===== src/rtl/cdc_pkg.sv =====
// Shared constants for the multi-channel edge synchroniser.
// Edge-mode encodings and the filter counter width.
package cdc_pkg;

  localparam int EDGE_RISE = 0;
  localparam int EDGE_FALL = 1;
  localparam int EDGE_BOTH = 2;

  localparam int FILT_W = 8;

endpackage


===== src/rtl/cdc_sync_edge_ch.sv =====
// One channel: sync chain, optional debounce (CDC_SYNC_FILTER_EN),
// edge detect and sticky pending/overflow flags.
module cdc_sync_edge_ch
  import cdc_pkg::*;
#(
  parameter int STAGES    = 2,
  parameter int EDGE_MODE = EDGE_RISE,
  parameter int FILT_CYC  = 4
) (
  input  logic clk_i,
  input  logic rst_i,
  input  logic async_i,
  input  logic clr_i,
  output logic level_o,
  output logic pulse_o,
  output logic pending_o,
  output logic ovf_o
);

  if (STAGES < 2 || FILT_CYC < 1 || FILT_CYC > 255 ||
      EDGE_MODE < EDGE_RISE || EDGE_MODE > EDGE_BOTH) begin : g_bad_cfg
    $error("cdc_sync_edge_ch: parameter out of range");
  end

  logic [STAGES-1:0] sync_q;
  logic              filt_lvl;
  logic              prev_q;
  logic              pend_q;
  logic              ovf_q;
  logic              rise;
  logic              fall;

  always_ff @(posedge clk_i or posedge rst_i) begin
    if (rst_i) begin
      sync_q <= '0;
    end else begin
      sync_q <= {sync_q[STAGES-2:0], async_i};
    end
  end

`ifdef CDC_SYNC_FILTER_EN
  localparam logic [FILT_W-1:0] FILT_LAST = FILT_W'(FILT_CYC - 1);

  logic [FILT_W-1:0] cnt_q;
  logic              filt_q;

  // Level flips only after FILT_CYC consecutive disagreeing cycles.
  always_ff @(posedge clk_i or posedge rst_i) begin
    if (rst_i) begin
      cnt_q  <= '0;
      filt_q <= 1'b0;
    end else if (sync_q[STAGES-1] != filt_q) begin
      if (cnt_q == FILT_LAST) begin
        cnt_q  <= '0;
        filt_q <= ~filt_q;
      end else begin
        cnt_q <= cnt_q + FILT_W'(1);
      end
    end else begin
      cnt_q <= '0;
    end
  end

  assign filt_lvl = filt_q;
`else
  assign filt_lvl = sync_q[STAGES-1];
`endif

  always_ff @(posedge clk_i or posedge rst_i) begin
    if (rst_i) begin
      prev_q <= 1'b0;
    end else begin
      prev_q <= filt_lvl;
    end
  end

  assign rise = filt_lvl & ~prev_q;
  assign fall = ~filt_lvl & prev_q;

  always_comb begin
    pulse_o = 1'b0;
    case (EDGE_MODE)
      EDGE_RISE: pulse_o = rise;
      EDGE_FALL: pulse_o = fall;
      default:   pulse_o = rise | fall;
    endcase
  end

  // A new event beats a clear; a clear always drops a stale overflow.
  always_ff @(posedge clk_i or posedge rst_i) begin
    if (rst_i) begin
      pend_q <= 1'b0;
      ovf_q  <= 1'b0;
    end else begin
      if (pulse_o) begin
        pend_q <= 1'b1;
      end else if (clr_i) begin
        pend_q <= 1'b0;
      end
      if (clr_i) begin
        ovf_q <= 1'b0;
      end else if (pulse_o && pend_q) begin
        ovf_q <= 1'b1;
      end
    end
  end

  assign level_o   = filt_lvl;
  assign pending_o = pend_q;
  assign ovf_o     = ovf_q;

endmodule


===== src/rtl/cdc_sync_edge_multi.sv =====
// CH independent level synchronisers with edge pulses and sticky flags.
// Optional debounce filter compiled in with CDC_SYNC_FILTER_EN.
module cdc_sync_edge_multi
  import cdc_pkg::*;
#(
  parameter int CH        = 4,
  parameter int STAGES    = 2,
  parameter int EDGE_MODE = EDGE_RISE,
  parameter int FILT_CYC  = 4
) (
  input  logic          clk_i,
  input  logic          rst_i,
  input  logic [CH-1:0] async_i,
  input  logic [CH-1:0] clr_i,
  output logic [CH-1:0] level_o,
  output logic [CH-1:0] pulse_o,
  output logic [CH-1:0] pending_o,
  output logic [CH-1:0] ovf_o
);

  if (CH < 1 || CH > 32) begin : g_bad_ch
    $error("cdc_sync_edge_multi: CH out of range");
  end

  for (genvar i = 0; i < CH; i++) begin : g_ch
    cdc_sync_edge_ch #(
      .STAGES   (STAGES),
      .EDGE_MODE(EDGE_MODE),
      .FILT_CYC (FILT_CYC)
    ) u_ch (
      .clk_i    (clk_i),
      .rst_i    (rst_i),
      .async_i  (async_i[i]),
      .clr_i    (clr_i[i]),
      .level_o  (level_o[i]),
      .pulse_o  (pulse_o[i]),
      .pending_o(pending_o[i]),
      .ovf_o    (ovf_o[i])
    );
  end

endmodule


===== config.mk =====
export PLATFORM = sky130hd
export DESIGN_NAME = cdc_sync_edge_multi
export DESIGN_NICKNAME = d
export VERILOG_FILES = /design/src/rtl/cdc_pkg.sv /design/src/rtl/cdc_sync_edge_ch.sv /design/src/rtl/cdc_sync_edge_multi.sv
export SDC_FILE = /design/constraint.sdc
export NUM_CORES = 1
export LEC_CHECK = 0
export CAP_MARGIN = 30
export CORE_UTILIZATION = 35
export CTS_CLUSTER_SIZE = 40
export DETAILED_ROUTE_END_ITERATION = 8
export PLACE_DENSITY = 0.67
export SYNTH_ARGS = -nofsm -noshare
export SYNTH_HDL_FRONTEND = slang
export SYNTH_SLANG_ARGS = --single-unit

===== constraint.sdc =====
create_clock -name clk_i -period 2.2 [get_ports clk_i]
set_clock_uncertainty 0.1 [all_clocks]
set_input_delay 0.44 -clock clk_i [delete_from_list [all_inputs] [get_ports clk_i]]
set_output_delay 0.44 -clock clk_i [all_outputs]
set_load 0.005 [all_outputs]

==> impl_results.md <==
- DR pass1 iterations: 2
- Remaining antenna violation count after routing: 0
- Synth Register Bits: 20
- FMAX: 526 MHz
- N_diodes: 0
- Unrepaired setup endpoints after global routing: no
- Top cells by area, synth: dfrtp_1 60%, buf_4 14%, nand2b_4 13%
- Syn Inst Count: 61
- Worst-Skew Late Latency: 300 ps
- Vias: between 400 and 500
- Worst-margin pin slew: ~250 ps
- Synth top area share: 0.603
- Pwr dens: between 600 and 700 mW/mm²
- Number of hold buffers added after cts: 0
- Seq/Total Area, Yosys: 0.603
- Commonest non-fill, non-tap cell in the layout: clkdlybuf4s50_1
- Detailed Route WL: 942 µm
- Int Power: around 0.56 mW
- Post_cts resized: 0
- Core ar.: ~0.0022 mm²
- # Post-CTS Setup Buffers: 0
- Reg2Reg Setup Slack: 1400 ps
- Sw Share: 0.213
- Die Wd: 50.7 µm
- Setup crit start: g_ch[2].u_ch.prev_q
- Maxcap violations: 0
- Mean Syn Cell Area: ~14 µm²
- Worst path slowest cell: clkdlybuf4s50_1
- Final Hold Fails: 0
- CTS clock-pin slew for the worst setup and hold paths: 110 ps
- Die H: 50.7 µm
- CTS tree: yes
- Gr usage total: 0.0927
- Worst setup endpoint: pulse_o[2]
- Worst hold margin: 261 ps
- Total power: around 0.7 mW
- Share of post-route cells with drive strength above 1: 0.227
- Outcome: finished clean
- First-pass GRT wire length: about 1700 µm
- Sw Pwr: approximately 0.15 mW
- Die area: 0.00257 mm²
- Cell Area, Synth: 830 µm²
- Crit-path max cell delay: 490 ps
- Synth warn: 0
- RR Endpoint: g_ch[3].u_ch.ovf_o
- Leading area contributor after synthesis: dfrtp_1
- DP HPWL: about 700 µm
- Synth cell types: 6
- Max transition margin: 0.834
- Reg-to-reg critical path startpoint: g_ch[3].u_ch.sync_q[1]
- Clock sinks: 20
- Seq pwr share: 0.573
- Crit path time final: 1900 ps
- First DRT Iteration DRCs: 1
- Required @ worst endpoint: between 1500 and 2000 ps
- Crit-path max FO: 3
- Htree depth: 1
- Vias in the first global route: ~410
- Worst setup EP type: output pin
- Final setup viols: 0
- Crit-path cells: nand2b_4 > inv_1 > clkdlybuf4s50_1
- DR WL/cell: about 9 µm
- Drt drc: 0
- Largest net degree at the start of global routing: 21
- Global route overflow: 0
- Clk pwr share: 0.292
- VDD IR-drop max: between 0.0004 and 0.0005 V
- Crit. path cell count: 3
- Buf+Inv Stages, Crit Path: 2
- Via density: 3.98
- Leak: 0.498 nW
- Worst hold path type: register to register
- Clock Tree Buf Depth: 2
- Worst Reg-to-Reg Cells: 2
- Final period utilization: 0.864
- Total negative slack: 0 ps
- Initial antenna violation count: 0
- Comb power frac: 0.135
- Kind of critical path: register to output pin
- Worst Setup Start Kind: register
- Area delta synth->final: 25.2%
- Final Max Tran Viols: 0
- RePlAce Congestion: 0.586
- Initial Util: 0.371
- Worst path top cell family by delay: buffers and inverters
- Port Buffer Count: 25
- Syn_nets: 71
- Rows: 17
- Num CTS Buffers: 3
- I/O Pins: 26
- Critical path arrival: 1360 ps
- # nets final: 86
- Most frequent cells in the layout: 25 x clkdlybuf4s50_1, 20 x dfrtp_1, 9 x inv_1, 8 x nand2b_4
- Final Util: 0.465
- Root buffer cell: clkbuf_4
==> cells in the mapped netlist <==
library cell,instances
buf_4,16
dfrtp_1,20
inv_1,9
nand2_1,4
nand2b_4,8
o22ai_2,4
==> layer usage <==
metal,GRT usage,up-vias,part of all wire
li1,-,197,-
met1,0.107,191,0.42
met2,0.140,20,0.45
met3,0.0333,2,0.11
met4,0.0694,0,0.018
met5,0,-,0
==> sequential cells by signal, indices dropped and copies added, names as in the netlist <==
name,cells
g_ch.u_ch.sync_q,8
g_ch.u_ch.ovf_o,4
g_ch.u_ch.pending_o,4
g_ch.u_ch.prev_q,4
==> final cells by class <==
class	instances	area, µm²
Tap cell	28	35.0
Sequential cell	20	500
Timing Repair Buffer	26	258
Fill cell	217	1190
Inverter	9	33.8
Multi-Input combinational cell	16	175
Clock buffer	4	36.3
==> through the flow <==
stage	cells	cell area, µm²	setup WS, ps
after floorplan	61	830	1030
after global placement	99	1000	645
after detailed placement	99	1000	635
after CTS	103	1040	283
after global routing	103	1040	224
final	103	1040	300
==> power by group through the flow <==
stage,Clock [mW],Combinational (mW),Sequential (mW)
CTS,0.216,0.0969,0.405
detailed placement,0,0.0966,0.412
global placement,0,0.0954,0.412
floorplan,0,0.0631,0.410
finish,0.206,0.0952,0.404
global route,0.229,0.104,0.408
==> logic make-up (layout without fill, tap and decap cells) <==
| kind of cell | count (synthesis) | after routing | synth area share |
|---|---|---|---|
| buf+inv | 25 | 39 | 0.186 |
| flops | 20 | 20 | 0.603 |
| simple gates | 12 | 12 | 0.151 |
| compound gates | 4 | 4 | 0.0603 |
==> how the worst min path moves through the flow <==
| stage | startpoint | to | depth (start not counted) |
|---|---|---|---|
| 4_1_cts | g_ch[2].u_ch.sync_q[0] | g_ch[2].u_ch.sync_q[1] | 0 |
| 3_3_place_gp | g_ch[3].u_ch.sync_q[0] | g_ch[3].u_ch.sync_q[1] | 0 |
| 6_report | g_ch[2].u_ch.sync_q[0] | g_ch[2].u_ch.sync_q[1] | 0 |
| 5_1_grt | g_ch[2].u_ch.sync_q[0] | g_ch[2].u_ch.sync_q[1] | 0 |
| 3_5_place_dp | g_ch[2].u_ch.sync_q[0] | g_ch[2].u_ch.sync_q[1] | 0 |
| 2_1_floorplan | g_ch[0].u_ch.sync_q[0] | g_ch[0].u_ch.sync_q[1] | 0 |
==> worst register-to-register path, delay by kind of cell (launching register included) <==
| kind | cells | cell delay, ps |
|---|---|---|
| AO/OA/AOI/OAI | 1 | 70 |
| flip-flops | 1 | 440 |
| AND/OR/NAND/NOR | 1 | 100 |
(Power assumes the default switching activity.)
==> patch 1, RTL diff (config.mk and constraints unchanged) <==
Register the input `clr_i` before use, without a reset. The logic sees it one clock later. The other inputs are not delayed to match.
--- a/src/rtl/cdc_sync_edge_multi.sv
+++ b/src/rtl/cdc_sync_edge_multi.sv
@@ -18,6 +18,12 @@
   output logic [CH-1:0] ovf_o
 );
 
+  logic [CH-1:0] clr_q;
+
+  always_ff @(posedge clk_i) begin
+      clr_q <= clr_i;
+  end
+
   if (CH < 1 || CH > 32) begin : g_bad_ch
     $error("cdc_sync_edge_multi: CH out of range");
   end
@@ -31,7 +37,7 @@
       .clk_i    (clk_i),
       .rst_i    (rst_i),
       .async_i  (async_i[i]),
-      .clr_i    (clr_i[i]),
+      .clr_i    (clr_q[i]),
       .level_o  (level_o[i]),
       .pulse_o  (pulse_o[i]),
       .pending_o(pending_o[i]),
Behaviour: not the same (Yosys sat finds a counterexample within 10 cycles, from zero or initial values and one cycle with rst_i high).
==> patch 1 against the original RTL <==
Total power up 6.9%. Critical path type unchanged. Wire length rose by 15%. Final area grew 5.9%. First-iteration DRC count fell by 100%. Sequential cell count increased by 4. Setup slack worse by 0.013 ns. Highest routed layer is now met3. Synthesized cell count increased by 6.6%. Synthesized area rose by 9.7%.
==> patch 1: results (changes against the original RTL) <==
Setup path
  • Crit Reg-Reg Startpoint: g_ch[1].u_ch.sync_q[1] (was g_ch[3].u_ch.sync_q[1])
  • Critical R2R Capture: g_ch[1].u_ch.ovf_o (was g_ch[3].u_ch.ovf_o)
  • Maximum fanout encountered on the critical timing path: 3 (unchanged)

Hold path
  • Worst Min Path Start: g_ch[1].u_ch.sync_q[0] (was g_ch[2].u_ch.sync_q[0])
  • End point of the most critical hold path: g_ch[1].u_ch.sync_q[1] (was g_ch[2].u_ch.sync_q[1])

Final layout
  • Number of flip-flops in the largest register: 8 (unchanged)
  • Number of standard cells in the final layout excluding fillers: 107 (was 103)
  • Fraction of final layout cells with drive strength greater than 1: 19.5% (was 22.7%)
  • Fill cells: 236 (was 217)
  • Fin nets: 89 (was 86)

Logic synthesis
  • Number of warning messages in the yosys log: 0 (unchanged)
  • Synthesized Nets: 75 (was 71)
  • Cells after synthesis: 65 (was 61)
  • Biggest area contributors in the synthesized netlist: dfrtp_1 55%, buf_4 13%, nand2b_4 12% (was dfrtp_1 60%, buf_4 14%, nand2b_4 13%)
  • Async S/R FF share, synth: 83.3% (was 100%)
  • Library cells used by synthesis: 7 (was 6)
  • Share of synthesized area occupied by flip-flops and latches: 63.8% (was 60.3%)

Drt
  • Top metal layer carrying routed signals: met3 (was met4)
  • Drt first pass iters: 1 (was 2)
  • Violation count after the first detailed-routing iteration: 0 (was 1)
  • DR WL met3: 79 um (was 103 um)
  • Met1 routed wirelength after detailed routing: 498 um (was 393 um)
  • Detailed-route via count: 434 (was 410)
  • Wire per inst: 10.1 um (was 9.15 um)
  • Detail Route met2 WL: 507 um (was 428 um)

Global routing
  • Wire length of the first global-routing pass: 1680 um (was 1700 um)
  • Number of global-route vias before repair: 423 (was 411)
  • Total global-route track usage: 8.71% (was 9.27%)

Place
  • Placed cell areas: 1080 sq um (was 1000 sq um)
  • DP HPWL: 811 um (was 703 um)
  • Count of port buffers added during placement: 25 (unchanged)
  • Count of placed standard cells including taps: 104 (was 99)
  • Final RePlAce weighted congestion: 0.611 (was 0.586)

STA
  • Slew HR: 51.0% (was 83.4%)

Clock tree
  • Post-cts resize count: 0 (unchanged)
  • Clock latency at the later pin of the worst-skew pair: 0.30 ns (about the same)
  • Root buf cell: clkbuf_4 (unchanged)
  • Deepest level of the CTS H-tree: 1 (unchanged)

Power and ir drop
  • Net Sw Frac: 21.5% (was 21.3%)
  • Leak: 0.520 nW (was 0.498 nW)
  • Maximum vdd ir drop: 404 uV (was 468 uV)

Status
  • Result of the run: complete, no violations (unchanged)
[patch 1: changes by cell type in the layout (fill, tap and decap cells not counted), sizes merged]
cell | unedited run | this run
buf | 1 | 0
clkbuf | 4 | 3
dfxtp | 0 | 4
[patch 1: logic make-up (layout without fill, tap and decap cells)]
| kind of cell | Yosys count | after routing | share of synthesized area, % |
|---|---|---|---|
| and+or+nand+nor | 12 | 12 | 13.8 |
| AOI/OAI and AO/OA | 4 | 4 | 5.50 |
| DFF | 24 | 24 | 63.8 |
| buffers and inverters | 25 | 37 | 16.9 |
[patch 1: per-stage QoR]
| stage | worst slack [ns] | hold slack [ns] |
|---|---|---|
| after global placement | 0.641 | 0.232 |
| after global routing | 0.213 | 0.268 |
| after CTS | 0.274 | 0.266 |
| after floorplan | 1.03 | 0.231 |
| final | 0.287 | 0.262 |
| after detailed placement | 0.638 | 0.239 |
[patch 1: area by class of cell]
cell class | count | area [sq um] | share of cell area (%)
repair buffers | 25 | 250 | 22.8
inverters | 9 | 33.8 | 3.07
clock buffers | 3 | 22.5 | 2.05
flip-flops and latches | 24 | 581 | 52.8
multi-input cells | 16 | 175 | 15.9
well taps | 30 | 37.5 | 3.41
[patch 1: worst max-delay path: stages, from the launching register on]
cell and delay, ns:
dfrtp_1 0.39, nand2b_4 0.15, inv_1 0.05, clkdlybuf4s50_1 0.49
[patch 1: how the worst max path moves through the flow]
stage	from	to	slack, ns
final	g_ch[1].u_ch.prev_q	pulse_o[1]	0.29
after global routing	g_ch[1].u_ch.prev_q	pulse_o[1]	0.21
after CTS	g_ch[1].u_ch.prev_q	pulse_o[1]	0.27
after detailed placement	g_ch[1].u_ch.prev_q	pulse_o[1]	0.64
after global placement	g_ch[2].u_ch.prev_q	pulse_o[2]	0.64
after floorplan	g_ch[0].u_ch.sync_q[1]	pulse_o[0]	1.03
[patch 1: layer usage]
metal / vias to the layer above / global-route usage (%)
met1: 205 / 10.2
li1: 210 / -
met4: 0 / 6.58
met3: 0 / 1.72
met5: - / 0
met2: 19 / 13.9
[patch 1: power by group through the flow]
stage / clock network [W] / logic [W] / registers [W]
6_report: 0.000179 / 0.0000913 / 0.000484
5_1_grt: 0.000209 / 0.0000994 / 0.000488
4_1_cts: 0.000191 / 0.0000934 / 0.000484
3_5_place_dp: 0 / 0.0000930 / 0.000493
3_3_place_gp: 0 / 0.0000913 / 0.000492
2_1_floorplan: 0 / 0.0000622 / 0.000490
==> patch 2, RTL diff (config.mk and constraints unchanged) <==
Made on the original files. Add a define of `CDC_SYNC_FILTER_EN`.
--- a/src/rtl/cdc_sync_edge_ch.sv
+++ b/src/rtl/cdc_sync_edge_ch.sv
@@ -1,5 +1,7 @@
 // One channel: sync chain, optional debounce (CDC_SYNC_FILTER_EN),
 // edge detect and sticky pending/overflow flags.
+`define CDC_SYNC_FILTER_EN
+
 module cdc_sync_edge_ch
   import cdc_pkg::*;
 #(
Function: changed (Yosys sat finds a counterexample within 4 cycles, from zero or initial values and one cycle with rst_i high).
==> patch 2 against the original RTL <==
Synthesized area rose to 3.0 times the old value. Wire length rose to 4.0 times the old value. Sequential cell count up 36. Die area rose to 2.9 times the old value. Final area rose to 2.8 times the old value. Synthesized cell count rose to 3.7 times the old value. Non-clock buffer count unchanged. Maximum frequency down 9.6%. Sequential power rose to 3.6 times the old value. Setup slack worse by 0.20 ns. Total power rose to 4.1 times the old value.
==> patch 2: results (changes against the original RTL) <==
Global routing
  • Wire length of the first global-routing pass: 6560 um (was 1700 um)
  • Maximum number of pins on one net before global-route repair: 57 (was 21)
  • Number of global-route vias before repair: 1439 (was 411)
  • Total global-route track usage: 11.3% (was 9.27%)

Place
  • DP HPWL: 2630 um (was 703 um)
  • Dpl ws: 0.453 ns (was 0.635 ns)
  • Final RePlAce weighted congestion: 0.762 (was 0.586)
  • Count of placed standard cells including taps: 331 (was 99)
  • Placed cell areas: 2750 sq um (was 1000 sq um)

Logic synthesis
  • Synthesized Nets: 243 (was 71)
  • Post-Syn Area per Cell: 11.0 sq um (was 13.6 sq um)
  • Area share of fa/ha/maj cells after synthesis: 4.04% (was 0%)
  • Multiplexer share of the synthesized area: 1.36% (was 0%)
  • Share of synthesized area occupied by flip-flops and latches: 56.5% (was 60.3%)
  • Area share of xor/xnor cells in the synthesized design: 5.65% (was 0%)
  • Leading post-synthesis cells by instance count: 56 x dfrtp_1, 24 x nor2_1, 16 x buf_4, 14 x a21oi_1, 14 x nand3_1 (was 20 x dfrtp_1, 16 x buf_4, 9 x inv_1, 8 x nand2b_4)
  • Library cells used by synthesis: 24 (was 6)
  • Area fraction in compound gates after synthesis: 9.03% (was 6.03%)
  • Biggest area contributors in the synthesized netlist: dfrtp_1 57%, buf_4 4.8%, ha_1 4.0% (was dfrtp_1 60%, buf_4 14%, nand2b_4 13%)

Power and ir drop
  • Int Power: 0.00202 W (was 0.000555 W)
  • Leak: 1.25 nW (was 0.498 nW)
  • Maximum vdd ir drop: 419 uV (was 468 uV)

Clock tree
  • Inserted Clock Buffers: 5 (was 3)
  • Deepest level of the CTS H-tree: 2 (was 1)
  • Clk buf depth: 2 (unchanged)
  • Root buf cell: clkbuf_8 (was clkbuf_4)
  • Clock slew at the register clock pins of the worst setup and hold paths: 0.09 ns (was 0.11 ns)

Setup path
  • Maximum cell stage delay along the critical path: 0.55 ns (was 0.49 ns)
  • Crit Reg-Reg Startpoint: g_ch[1].u_ch.cnt_q[0] (was g_ch[3].u_ch.sync_q[1])
  • Critical path data arrival time: 1.56 ns (was 1.36 ns)

Drt
  • Detail Route met2 WL: 1660 um (was 428 um)
  • Drt first pass iters: 4 (was 2)
  • Violation count after the first detailed-routing iteration: 47 (was 1)
  • Sum of routed wire length over all layers: 3790 um (was 942 um)
  • Detailed-route via count: 1563 (was 410)
  • Met1 routed wirelength after detailed routing: 1940 um (was 393 um)
  • DR WL met3: 128 um (was 103 um)

STA
  • Transition time at the pin with the least slew margin: 0.332 ns (was 0.249 ns)

Status
  • Result of the run: complete, no violations (unchanged)

Final layout
  • Number of standard cells in the final layout excluding fillers: 339 (was 103)
  • Fraction of final layout cells with drive strength greater than 1: 7.41% (was 22.7%)
  • Fill cells: 658 (was 217)

Hold path
  • Worst Min Path Start: g_ch[1].u_ch.sync_q[0] (was g_ch[2].u_ch.sync_q[0])
patch 2: changes by cell type after synthesis, moves of 12 or more:
cell / unedited run / this run
nor2_1: 0 / 24
nand3_1: 0 / 14
o21ai_0: 0 / 12
dfrtp_1: 20 / 56
or3_1: 0 / 12
a21oi_1: 0 / 14
patch 2: logic make-up (layout without fill, tap and decap cells):
group,after synthesis,after routing
flip-flops,56,56
adder cells (fa/ha/maj),8,8
buffers and inverters,29,47
AND/OR/NAND/NOR,75,75
XOR/XNOR,16,16
AO/OA/AOI/OAI,38,38
multiplexers,3,3
patch 2: layer usage:
metal	up-vias	global-route usage, %
li1	788	-
met5	-	0
met3	7	2.86
met4	0	4.55
met1	740	15.4
met2	28	17.4
patch 2: final timing paths:
kind	endpoint	slack [ns]	cells past startpoint
worst max register to register	g_ch[1].u_ch.cnt_q[2]	0.64	4
worst max-delay path	pulse_o[2]	0.1	2
worst min register to register	g_ch[1].u_ch.sync_q[1]	0.26	0
max in group asynchronous	g_ch[2].u_ch.sync_q[0]	1.36	3
worst min-delay path	g_ch[1].u_ch.sync_q[1]	0.26	0
min in group asynchronous	g_ch[1].u_ch.cnt_q[6]	0.40	3
patch 2: final cells by class:
cell class / count / area [sq um] / share of cell area, %
Clock buffer: 6 / 72.6 / 2.54
Inverter: 13 / 48.8 / 1.71
Multi-Input combinational cell: 140 / 910 / 31.8
Timing Repair Buffer: 26 / 270 / 9.46
Clock inverter: 2 / 35.0 / 1.23
Sequential cell: 56 / 1400 / 49.0
Tap cell: 96 / 120 / 4.20
patch 2: power groups by stage:
stage               clock (W)  sequential [W]  combinational [W]
finish               0.000646         0.00145           0.000813
global route         0.000708         0.00150           0.000927
CTS                  0.000678         0.00146           0.000831
detailed placement          0         0.00148           0.000825
global placement            0         0.00147           0.000822
floorplan                   0         0.00143           0.000634
